--- src/rtl/pipeline_ctrl.sv ---
// Pipeline hazard controller: register scoreboard, RAW/memory stalls,
// branch flush sequencing and halt handling for a 5-stage in-order core.
module pipeline_ctrl #(
    parameter int REG_ADDR_LEN = 5,
    parameter int FLUSH_CYCLES = 1
) (
    input  logic                    clk,
    input  logic                    rst,
    input  logic                    id_valid,
    input  logic [REG_ADDR_LEN-1:0] id_rs1,
    input  logic [REG_ADDR_LEN-1:0] id_rs2,
    input  logic                    id_rs1_en,
    input  logic                    id_rs2_en,
    input  logic [REG_ADDR_LEN-1:0] id_rd,
    input  logic                    id_rd_en,
    input  logic                    ex_branch_taken,
    input  logic                    dmem_busy,
    input  logic [REG_ADDR_LEN-1:0] wb_rd,
    input  logic                    wb_rd_en,
    input  logic                    wb_halt,
    output logic                    pc_hold,
    output logic                    if_id_hold,
    output logic                    id_ex_hold,
    output logic                    ex_mem_hold,
    output logic                    id_ex_bubble,
    output logic                    mem_wb_bubble,
    output logic                    if_id_flush,
    output logic                    id_ex_flush,
    output logic                    halt,
    output logic [2:0]              state,
    output logic [15:0]             stall_count
);

    localparam int NREG = 1 << REG_ADDR_LEN;
    localparam logic [1:0] FLUSH_INIT = 2'(FLUSH_CYCLES);

    typedef enum logic [2:0] {
        S_RUN       = 3'd0,
        S_STALL_RAW = 3'd1,
        S_STALL_MEM = 3'd2,
        S_FLUSH     = 3'd3,
        S_HALTED    = 3'd4
    } state_t;

    state_t      state_q, state_d;
    logic [1:0]  flush_cnt_q, flush_cnt_d;
    logic        halt_q, halt_d;
    logic [15:0] stall_cnt_q, stall_cnt_d;
    logic [1:0]  sb_q [NREG];
    logic [1:0]  sb_d [NREG];

    logic raw_hazard;
    logic issue;
    logic retire;
    logic same_reg;

    // Entry 0 of the scoreboard is held at zero, so x0 never looks pending.
    assign raw_hazard = id_valid &
                        ((id_rs1_en & (sb_q[id_rs1] != 2'd0)) |
                         (id_rs2_en & (sb_q[id_rs2] != 2'd0)));

    assign issue = id_valid & id_rd_en &
                   ~(if_id_hold | id_ex_hold | id_ex_bubble |
                     if_id_flush | id_ex_flush);

    assign retire   = wb_rd_en & (wb_rd != '0);
    assign same_reg = issue & retire & (wb_rd == id_rd);

    always_comb begin
        pc_hold       = 1'b0;
        if_id_hold    = 1'b0;
        id_ex_hold    = 1'b0;
        ex_mem_hold   = 1'b0;
        id_ex_bubble  = 1'b0;
        mem_wb_bubble = 1'b0;
        if_id_flush   = 1'b0;
        id_ex_flush   = 1'b0;
        state_d       = state_q;
        flush_cnt_d   = flush_cnt_q;

        if (state_q == S_HALTED) begin
            pc_hold       = 1'b1;
            if_id_hold    = 1'b1;
            id_ex_hold    = 1'b1;
            ex_mem_hold   = 1'b1;
            mem_wb_bubble = 1'b1;
            state_d       = S_HALTED;
        end else if (dmem_busy) begin
            pc_hold       = 1'b1;
            if_id_hold    = 1'b1;
            id_ex_hold    = 1'b1;
            ex_mem_hold   = 1'b1;
            mem_wb_bubble = 1'b1;
            state_d       = S_STALL_MEM;
        end else if (ex_branch_taken) begin
            if_id_flush = 1'b1;
            id_ex_flush = 1'b1;
            flush_cnt_d = FLUSH_INIT;
            state_d     = S_FLUSH;
        end else if (flush_cnt_q != 2'd0) begin
            // Also resumes a flush that a memory stall interrupted.
            if_id_flush = 1'b1;
            flush_cnt_d = flush_cnt_q - 2'd1;
            state_d     = (flush_cnt_q == 2'd1) ? S_RUN : S_FLUSH;
        end else if (raw_hazard) begin
            pc_hold      = 1'b1;
            if_id_hold   = 1'b1;
            id_ex_bubble = 1'b1;
            state_d      = S_STALL_RAW;
        end else begin
            state_d = S_RUN;
        end

        if (wb_halt && state_q != S_HALTED) begin
            state_d = S_HALTED;
        end
    end

    always_comb begin
        halt_d      = (state_d == S_HALTED);
        stall_cnt_d = stall_cnt_q;
        if ((state_d == S_STALL_RAW || state_d == S_STALL_MEM) &&
            stall_cnt_q != 16'hFFFF) begin
            stall_cnt_d = stall_cnt_q + 16'd1;
        end
    end

    always_comb begin
        for (int i = 0; i < NREG; i++) begin
            sb_d[i] = sb_q[i];
        end
        if (issue && !same_reg && id_rd != '0) begin
            sb_d[id_rd] = sb_q[id_rd] + 2'd1;
        end
        if (retire && !same_reg && sb_q[wb_rd] != 2'd0) begin
            sb_d[wb_rd] = sb_q[wb_rd] - 2'd1;
        end
        sb_d[0] = 2'd0;
    end

    always_ff @(posedge clk) begin
        if (rst) begin
            state_q     <= S_RUN;
            flush_cnt_q <= 2'd0;
            halt_q      <= 1'b0;
            stall_cnt_q <= 16'd0;
            for (int i = 0; i < NREG; i++) begin
                sb_q[i] <= 2'd0;
            end
        end else begin
            state_q     <= state_d;
            flush_cnt_q <= flush_cnt_d;
            halt_q      <= halt_d;
            stall_cnt_q <= stall_cnt_d;
            for (int i = 0; i < NREG; i++) begin
                sb_q[i] <= sb_d[i];
            end
        end
    end

    // Pipeline depth bounds in-flight writers per register to three.
    a_sb_no_overflow : assert property (@(posedge clk) disable iff (rst)
        !(issue && !same_reg && id_rd != '0 && sb_q[id_rd] == 2'd3));

    assign state       = state_q;
    assign halt        = halt_q;
    assign stall_count = stall_cnt_q;

endmodule

--- config.mk ---
export PLATFORM = sky130hd
export DESIGN_NAME = pipeline_ctrl
export DESIGN_NICKNAME = d
export VERILOG_FILES = /design/src/rtl/pipeline_ctrl.sv
export SDC_FILE = /design/constraint.sdc
export NUM_CORES = 1
export LEC_CHECK = 0
export CAP_MARGIN = 20
export CORE_MARGIN = 5
export CORE_UTILIZATION = 49
export CTS_CLUSTER_SIZE = 30
export DETAILED_ROUTE_END_ITERATION = 10
export GPL_TIMING_DRIVEN = 0
export HOLD_SLACK_MARGIN = 0.05
export PLACE_DENSITY_LB_ADDON = 0.15
export SETUP_SLACK_MARGIN = 0.15
export SLEW_MARGIN = 25
export SYNTH_ARGS = -nofsm -noshare
export SYNTH_HDL_FRONTEND = slang
export SYNTH_SLANG_ARGS = --single-unit
export TNS_END_PERCENT = 20
--- constraint.sdc ---
create_clock -name clk -period 5.3 [get_ports clk]
set_input_delay 1.59 -clock clk [delete_from_list [all_inputs] [get_ports clk]]
set_output_delay 1.59 -clock clk [all_outputs]
set_load 0.01 [all_outputs]
# Yosys cells after proc, flatten, opt, wreduce, memory -nomap -nowiden

Memory sizes are Yosys's and may differ from the RTL's.
Index checks and enable logic that the tools add are counted.
W data, S select, Z words.

Register bits after elaboration: 22
Bits in writable memories: 64
Bits of input ports: 30
Output and inout bits: 28
Word-level logic and storage cells: 157
Memories kept: 1

Memories:

| name | words | width | read ports | clocked after memory_dff | wr ports | RTL line | RTL |
|---|---|---|---|---|---|---|---|
| sb_q | 32    | 2     | 36         | 0                        | 32       | 49       | `logic [1:0] sb_q [NREG];` |

Add/sub/neg operators: 4
Magnitude comparators: 4
Equality and inequality tests: 8
Mux-type cells: 68
Bitwise gates (word level): 50
Reductions and logical operators: 18

Operator list:

| operator                | number |
|---|---|
| $bwmux W64              | 2 |
| $mux W2                 | 40 |
| $mux W64                | 1 |
| $mux W62                | 1 |
| $or A1 B1 Y1            | 37 |
| $demux W2 S5            | 2 |
| $mux W1                 | 20 |
| $add A16 B1 Y16 const B | 1 |
| $ne A16 B16 Y1 const B  | 1 |
| $ge A6 B6 Y1 const B    | 2 |
| $lt A6 B1 Y1 const B    | 2 |
| $not A5 Y6              | 2 |
| $reduce_bool A2 Y1      | 5 |
| $reduce_bool A5 Y1      | 2 |
| $and A1 B1 Y1           | 8 |
| $logic_and A1 B1 Y1     | 8 |
| $eq A3 B3 Y1 const B    | 2 |
| $mux W3                 | 2 |
| $eq A5 B5 Y1            | 1 |
| $sub A2 B1 Y2 const B   | 2 |
| $eq A3 B1 Y1 const B    | 1 |
| $eq A3 B2 Y1 const B    | 1 |
| $ne A3 B3 Y1 const B    | 1 |
| $not A1 Y1              | 3 |
| 5 further kinds         | 5 |

# Depth between registers and ports, before layout

Gate-level depths: netlist of run 1.
An unclocked memory read counts as a cell.

Depth in word-level cells: 25
Gate-level depth with buffers: 13
Mapped depth without buffers: 10

# Least setup slack after synthesis of run 1

OpenSTA, ideal clock, no wires.

Path kind: input -> output
From: input id_rs2[0]
To: output pc_hold
Data arrival time: 3.379 ns
Data required time: 3.710 ns
Slack: 0.331 ns
Stages: 9
Buffers on the path: 3
Cells stage by stage: buf_4 mux4_2 mux2_2 a211oi_2 or2_1 o21ai_1 buf_2 nand2_1 buf_4

Word-level cells in the longest chain between the ends: 10

RTL lines:

| item                  | RTL line | RTL |
|---|---|---|
| start, declared       | 11       | `input logic [REG_ADDR_LEN-1:0] id_rs2,` |
| $mem_v2 Z32 W2        | -        |  |
| $reduce_bool A2 Y1    | 60       | `(id_rs2_en & (sb_q[id_rs2] != 2'd0)));` |
| $and A1 B1 Y1         | 60       |  |
| $or A1 B1 Y1          | 59       | `((id_rs1_en & (sb_q[id_rs1] != 2'd0)) \|` |
| $and A1 B1 Y1         | 58       | `assign raw_hazard = id_valid &` |
| $mux W1 (5 in series) | -        |  |
| end, declared         | 21       | `output logic pc_hold,` |

No other way between the ends.

==> flow_summary.json, run 1 <==
{
  "gp_congestion": 1.06,
  "die_x_um": 124,
  "routedWlPerCell_um": 26.5,
  "avgSynthCellArea_um2": 8.80,
  "core_area_um2": 12700,
  "max_freq_mhz": 193,
  "worstMarginPinSlew_ns": 0.884,
  "path_max_fanout": 10,
  "synth-edff-count": 0,
  "globalRouteOverflowTotal": 0,
  "synth_fp_nets": 754,
  "path_clk_slew_ns": 0.06,
  "p_per_area_nw_per_um2": 210,
  "routed_wl_mm": 25.6,
  "design_area_um2": 7590,
  "min_path_type": "reg -> reg",
  "cp.arrival_ns": 5.43,
  "nFillCells": 1159,
  "critical_path_class": "in -> reg",
  "setup.worst_path.end_class": "flop",
  "setup_viol": 0,
  "io_buffers": 50,
  "stdcell_count": 965,
  "drt_pass1_iterations": 6,
  "r2r_cells": 11,
  "synth-seq-area-share_pct": 26.5,
  "num_io_pins": 58,
  "place_area_um2": 7050,
  "critPathRequiredTime_ns": 5.55,
  "synth.yosys.warnings": 0,
  "ir_drop_uv": 192,
  "grt_pass1_vias": 6506,
  "critPathCapture": "sb_q[3][1]$_SDFF_PP0_",
  "synth_top_area_cell": "dfxtp_1",
  "synth_common_cells": "dfxtp_1 (84), nor2_1 (73), nand2_1 (57), nor3_1 (49), mux4_2 (35)",
  "syn_area_um2": 6340,
  "fin_setup_tns_ns": 0,
  "dp_hpwl_mm": 18.5,
  "cts_made_buffers": 9,
  "clk-insertion-delay-late_ns": 0.36,
  "row_count": 41,
  "ys_ff_latch": 84,
  "reg2reg_slack_ns": 1.88,
  "fin_crit_sh_pct": 97.7,
  "areaGrowthSynthToFinish_pct": 19.8,
  "die_h_um": 124,
  "r2r-end": "sb_q[5][1]$_SDFF_PP0_",
  "r2r_start": "sb_q[22][0]$_SDFF_PP0_",
  "finClkSkew_ns": 0.00693,
  "fin_nets": 822,
  "synthTopCellsByArea": "dfxtp_1 (27%), mux4_2 (12%), mux2i_1 (5.1%), nor2_1 (4.3%), mux2_2 (4.3%)",
  "power.leakage_nw": 2.51,
  "synth_ff_type": "dfxtp_1",
  "rsz0062_at_grt": "yes",
  "clock_tree.buffer_depth": 2,
  "async_flop_share_pct": 0,
  "slew_headroom_pct": 41.0,
  "drive_above_1_share_pct": 22.6,
  "synth_top_area_share_pct": 26.5,
  "grt_max_degree": 17,
  "status": "finished, final reports clean",
  "n_antenna_cell": 0,
  "h-tree-depth": 3,
  "initial_core_util_pct": 50.0,
  "antenna_left": 0,
  "grt_pass1_wl_mm": 37.9,
  "slew_viol_final": 0,
  "root_buffer": "clkbuf_16",
  "cts.sinks": 84,
  "crit_path_start_kind": "primary input",
  "synthCells": 720,
  "critical_path.startpoint": "wb_rd[0]",
  "drc": 0,
  "synthDistinctLibCells": 73,
  "hp-start": "flush_cnt_q[1]$_SDFFE_PP0P_",
  "fin_worst_hold_slack_ns": 0.523,
  "tritoncts": "yes",
  "period_minus_slack_ns": 5.18,
  "dieArea_um2": 15300,
  "grt_usage_pct": 33.8,
  "drt-initial-drc-count": 964,
  "antenna_found_initial": 0,
  "vias": 6722,
  "hold_violations": 0,
  "drv_cap": 0,
  "synth_most_common_cell": "dfxtp_1",
  "post_drt_via_cell_ratio": 6.97,
  "dp_cells": 942
}
## worst min path at each step
stage	end	slack, ns	cells after the start
floorplan	flush_cnt_q[1]$_SDFFE_PP0P_	0.46	2
global placement	flush_cnt_q[1]$_SDFFE_PP0P_	0.48	2
detailed placement	flush_cnt_q[1]$_SDFFE_PP0P_	0.50	2
CTS	flush_cnt_q[1]$_SDFFE_PP0P_	0.52	2
global route	flush_cnt_q[1]$_SDFFE_PP0P_	0.55	2
finish	flush_cnt_q[1]$_SDFFE_PP0P_	0.52	2
## area by class of cell
cell class	instances	area, um^2	area share, %
clock buffer	10	239	3.15
sequential	84	1680	22.2
tap	172	215	2.84
clock inverter	6	53.8	0.709
multi-input combinational	558	4480	59.1
inverter	18	72.6	0.956
timing repair buffer	57	529	6.97
buffer	60	314	4.14
## stage by stage
step	utilization, %	total power (W)	setup slack [ns]
2_1_floorplan	-	0.000823	0.331
3_3_place_gp	55.7	0.000945	-0.988
3_5_place_dp	55.7	0.000949	-1.05
4_1_cts	59.0	0.00158	0.0321
5_1_grt	59.9	0.00163	0.116
6_report	59.9	0.00160	0.121
## cell families after synthesis
family,after synthesis,synth area share [%]
flip-flops,84,26.5
buffers and inverters,78,5.45
multiplexers,98,24.0
XOR/XNOR,14,1.94
adder cells (fa/ha/maj),4,0.790
AO/OA/AOI/OAI,150,17.2
AND/OR/NAND/NOR,292,24.1
## layout by cell type (no fill, tap or decap), drive strengths merged, types with 29 or more instances in the layout
cell type	Yosys	routed
clkbuf	35	49
mux2i	32	32
o31ai	29	29
buf	25	34
nand2	57	57
clkdlybuf4s50	0	40
mux4	39	39
dfxtp	84	84
nor2	74	74
nor3	49	49
## worst max-delay path, cell delays in order
cell and delay (ns):
clkdlybuf4s50_1 0.69, clkbuf_4 0.37, nor2b_2 0.30, a221o_1 0.18, o21ai_0 0.09, or4_1 0.54, ha_1 0.27, nor2b_2 0.28
nand3_2 0.38, nor3_1 0.48, a21oi_1 0.13, o21a_1 0.14
## routing by layer
metal | GRT usage, % | part of all wire, % | vias up
li1 | - | - | 2865
met1 | 43.3 | 39 | 3216
met2 | 50.6 | 44 | 516
met3 | 8.58 | 11 | 125
met4 | 21.5 | 6.4 | 0
met5 | 0 | 0 | -
## sequential cells by signal, indices dropped and copies added, names as in the netlist
| signal | cells |
|---|---|
| halt | 1 |
| flush_cnt_q | 2 |
| sb_q | 62 |
| stall_count | 16 |
| state | 3 |
## power breakdown
part / internal, W / switching (W) / total [W]
Combinational: 0.000104 / 0.000212 / 0.000316
Sequential: 0.000638 / 0.00000767 / 0.000646
Clock: 0.000340 / 0.000295 / 0.000635
## timing repair
| action | in CTS | in global routing |
|---|---|---|
| pin swaps | 5 | 6 |
| resized for setup | 41 | 55 |
| setup buffers | 7 | 0 |
| endpoints found under the setup margin | 65 | 61 |
| hold buffers | 0 | 0 |
Power figures use the tool's default switching activity.
==> inputs of run 2 (changes only) <==
CTS_BUF_LIST = sky130_fd_sc_hd__clkbuf_16   (was default)
==> flow_summary.json, run 2 (synthesis gave the netlist of run 1 again) <==
{
  "hold_violations": 0,
  "hp-start": "flush_cnt_q[1]$_SDFFE_PP0P_",
  "dp_hpwl_mm": 18.5,
  "cp.arrival_ns": 5.33,
  "antenna_found_initial": 0,
  "dp_slack_ns": -1.05,
  "drv_cap": 0,
  "rsz0062_at_grt": "yes",
  "fin_worst_hold_slack_ns": 0.525,
  "fin_nets": 822,
  "grt_pass1_vias": 6500,
  "critPathRequiredTime_ns": 5.55,
  "cts_hold_buffers": 0,
  "drt_pass1_iterations": 8,
  "dieArea_um2": 15300,
  "globalRouteOverflowTotal": 0,
  "period_minus_slack_ns": 5.08,
  "n_antenna_cell": 0,
  "slew_viol_final": 0,
  "gp_congestion": 1.06,
  "layout_common_cells": "dfxtp_1 (84), nor2_1 (73), nand2_1 (55)",
  "tritoncts": "yes",
  "status": "finished, final reports clean",
  "io_buffers": 50,
  "crit_path_start_kind": "primary input",
  "path_max_fanout": 10,
  "worstMarginPinSlew_ns": 0.899,
  "critical_path.startpoint": "wb_rd[0]",
  "min_path_type": "reg -> reg",
  "cts_made_buffers": 9,
  "regMostFlops": "sb_q",
  "antenna_left": 0,
  "fin_ws_ns": 0.216,
  "routed_wl_mm": 25.5,
  "areaGrowthSynthToFinish_pct": 19.6,
  "clk-insertion-delay-late_ns": 0.36,
  "drive_above_1_share_pct": 22.6,
  "grt_max_degree": 17,
  "p_per_area_nw_per_um2": 208,
  "row_count": 41,
  "post_drt_via_cell_ratio": 6.92,
  "num_io_pins": 58,
  "critical_path_class": "in -> reg",
  "fin_crit_sh_pct": 95.9,
  "cts.sinks": 84,
  "multi_input_area_um2": 4480,
  "ir_drop_uv": 162,
  "reg2reg_slack_ns": 1.90,
  "clock_tree.buffer_depth": 2,
  "largest_register_ffs": 62,
  "finClkSkew_ns": 0.00656,
  "vias": 6678,
  "h-tree-depth": 3,
  "slew_headroom_pct": 40.0,
  "drt-initial-drc-count": 864,
  "grt_usage_pct": 33.7,
  "die_x_um": 124,
  "setup_viol": 0,
  "core_area_um2": 12700,
  "layout_commonest_cell": "dfxtp_1",
  "drc": 0,
  "final-seq-area_um2": 1680,
  "path_clk_slew_ns": 0.07,
  "setup.worst_path.end_class": "flop",
  "nFillCells": 1162,
  "power.leakage_nw": 2.51,
  "max_freq_mhz": 197,
  "r2r_start": "sb_q[16][0]$_SDFF_PP0_",
  "routedWlPerCell_um": 26.4,
  "initial_core_util_pct": 50.0,
  "root_buffer": "clkbuf_16",
  "grt_pass1_wl_mm": 37.7,
  "die_h_um": 124
}
## run 2: metal layers
metal  part of all wire (%)  GRT usage [%]  vias to the layer above
li1                       -              -                     2873
met1                     38           42.9                     3183
met2                     44           50.6                      504
met3                     12           9.22                      118
met4                    6.6           21.0                        0
met5                      0              0                        -
## run 2: through the flow
| stage | area, um^2 | total power, W | setup TNS, ns | std cells | util [%] |
|---|---|---|---|---|---|
| after floorplan | 6340 | 0.000823 | 0 | 720 | - |
| after CTS | 7460 | 0.00157 | 0 | 965 | 58.9 |
| final | 7580 | 0.00158 | 0 | 965 | 59.8 |
| after detailed placement | 7050 | 0.000949 | -36.66 | 942 | 55.7 |
| after global routing | 7580 | 0.00162 | 0 | 965 | 59.8 |
| after global placement | 7050 | 0.000945 | -33.61 | 942 | 55.7 |
## run 2: critical path, stage by stage
cell	delay (ns)
clkdlybuf4s50_1	0.64
clkbuf_4	0.36
nor2b_2	0.30
a221o_1	0.18
o21ai_0	0.09
or4_1	0.54
ha_1	0.26
nor2b_2	0.26
nand3_2	0.37
nor3_1	0.46
a21oi_1	0.12
o21a_1	0.14
## run 2: area by class of cell
type	count	area share [%]
Sequential cell	84	22.2
Clock buffer	9	2.97
Inverter	18	0.957
Clock inverter	7	0.759
Tap cell	172	2.84
Buffer	60	4.16
Multi-Input combinational cell	558	59.2
Timing Repair Buffer	57	6.98
## run 2: repair_timing
action                     4_1_cts  5_1_grt
pin swaps                        5        6
setup buffers                    7        0
setup endpoints to repair       65       65
resized for setup               41       57
## run 2: worst paths after layout
path	to	cells after the start
hold / removal	flush_cnt_q[1]$_SDFFE_PP0P_	2
hold reg to reg	flush_cnt_q[1]$_SDFFE_PP0P_	2
setup / recovery	sb_q[19][1]$_SDFF_PP0_	12
setup reg to reg	sb_q[23][1]$_SDFF_PP0_	11
## run 2: where the power goes
group | internal, W | leakage, nW | total [W] | switching (W)
clock | 0.000325 | 0.136 | 0.000616 | 0.000291
combinational | 0.000104 | 1.70 | 0.000315 | 0.000211
sequential | 0.000638 | 0.678 | 0.000646 | 0.00000770
total | 0.00107 | 2.51 | 0.00158 | 0.000510
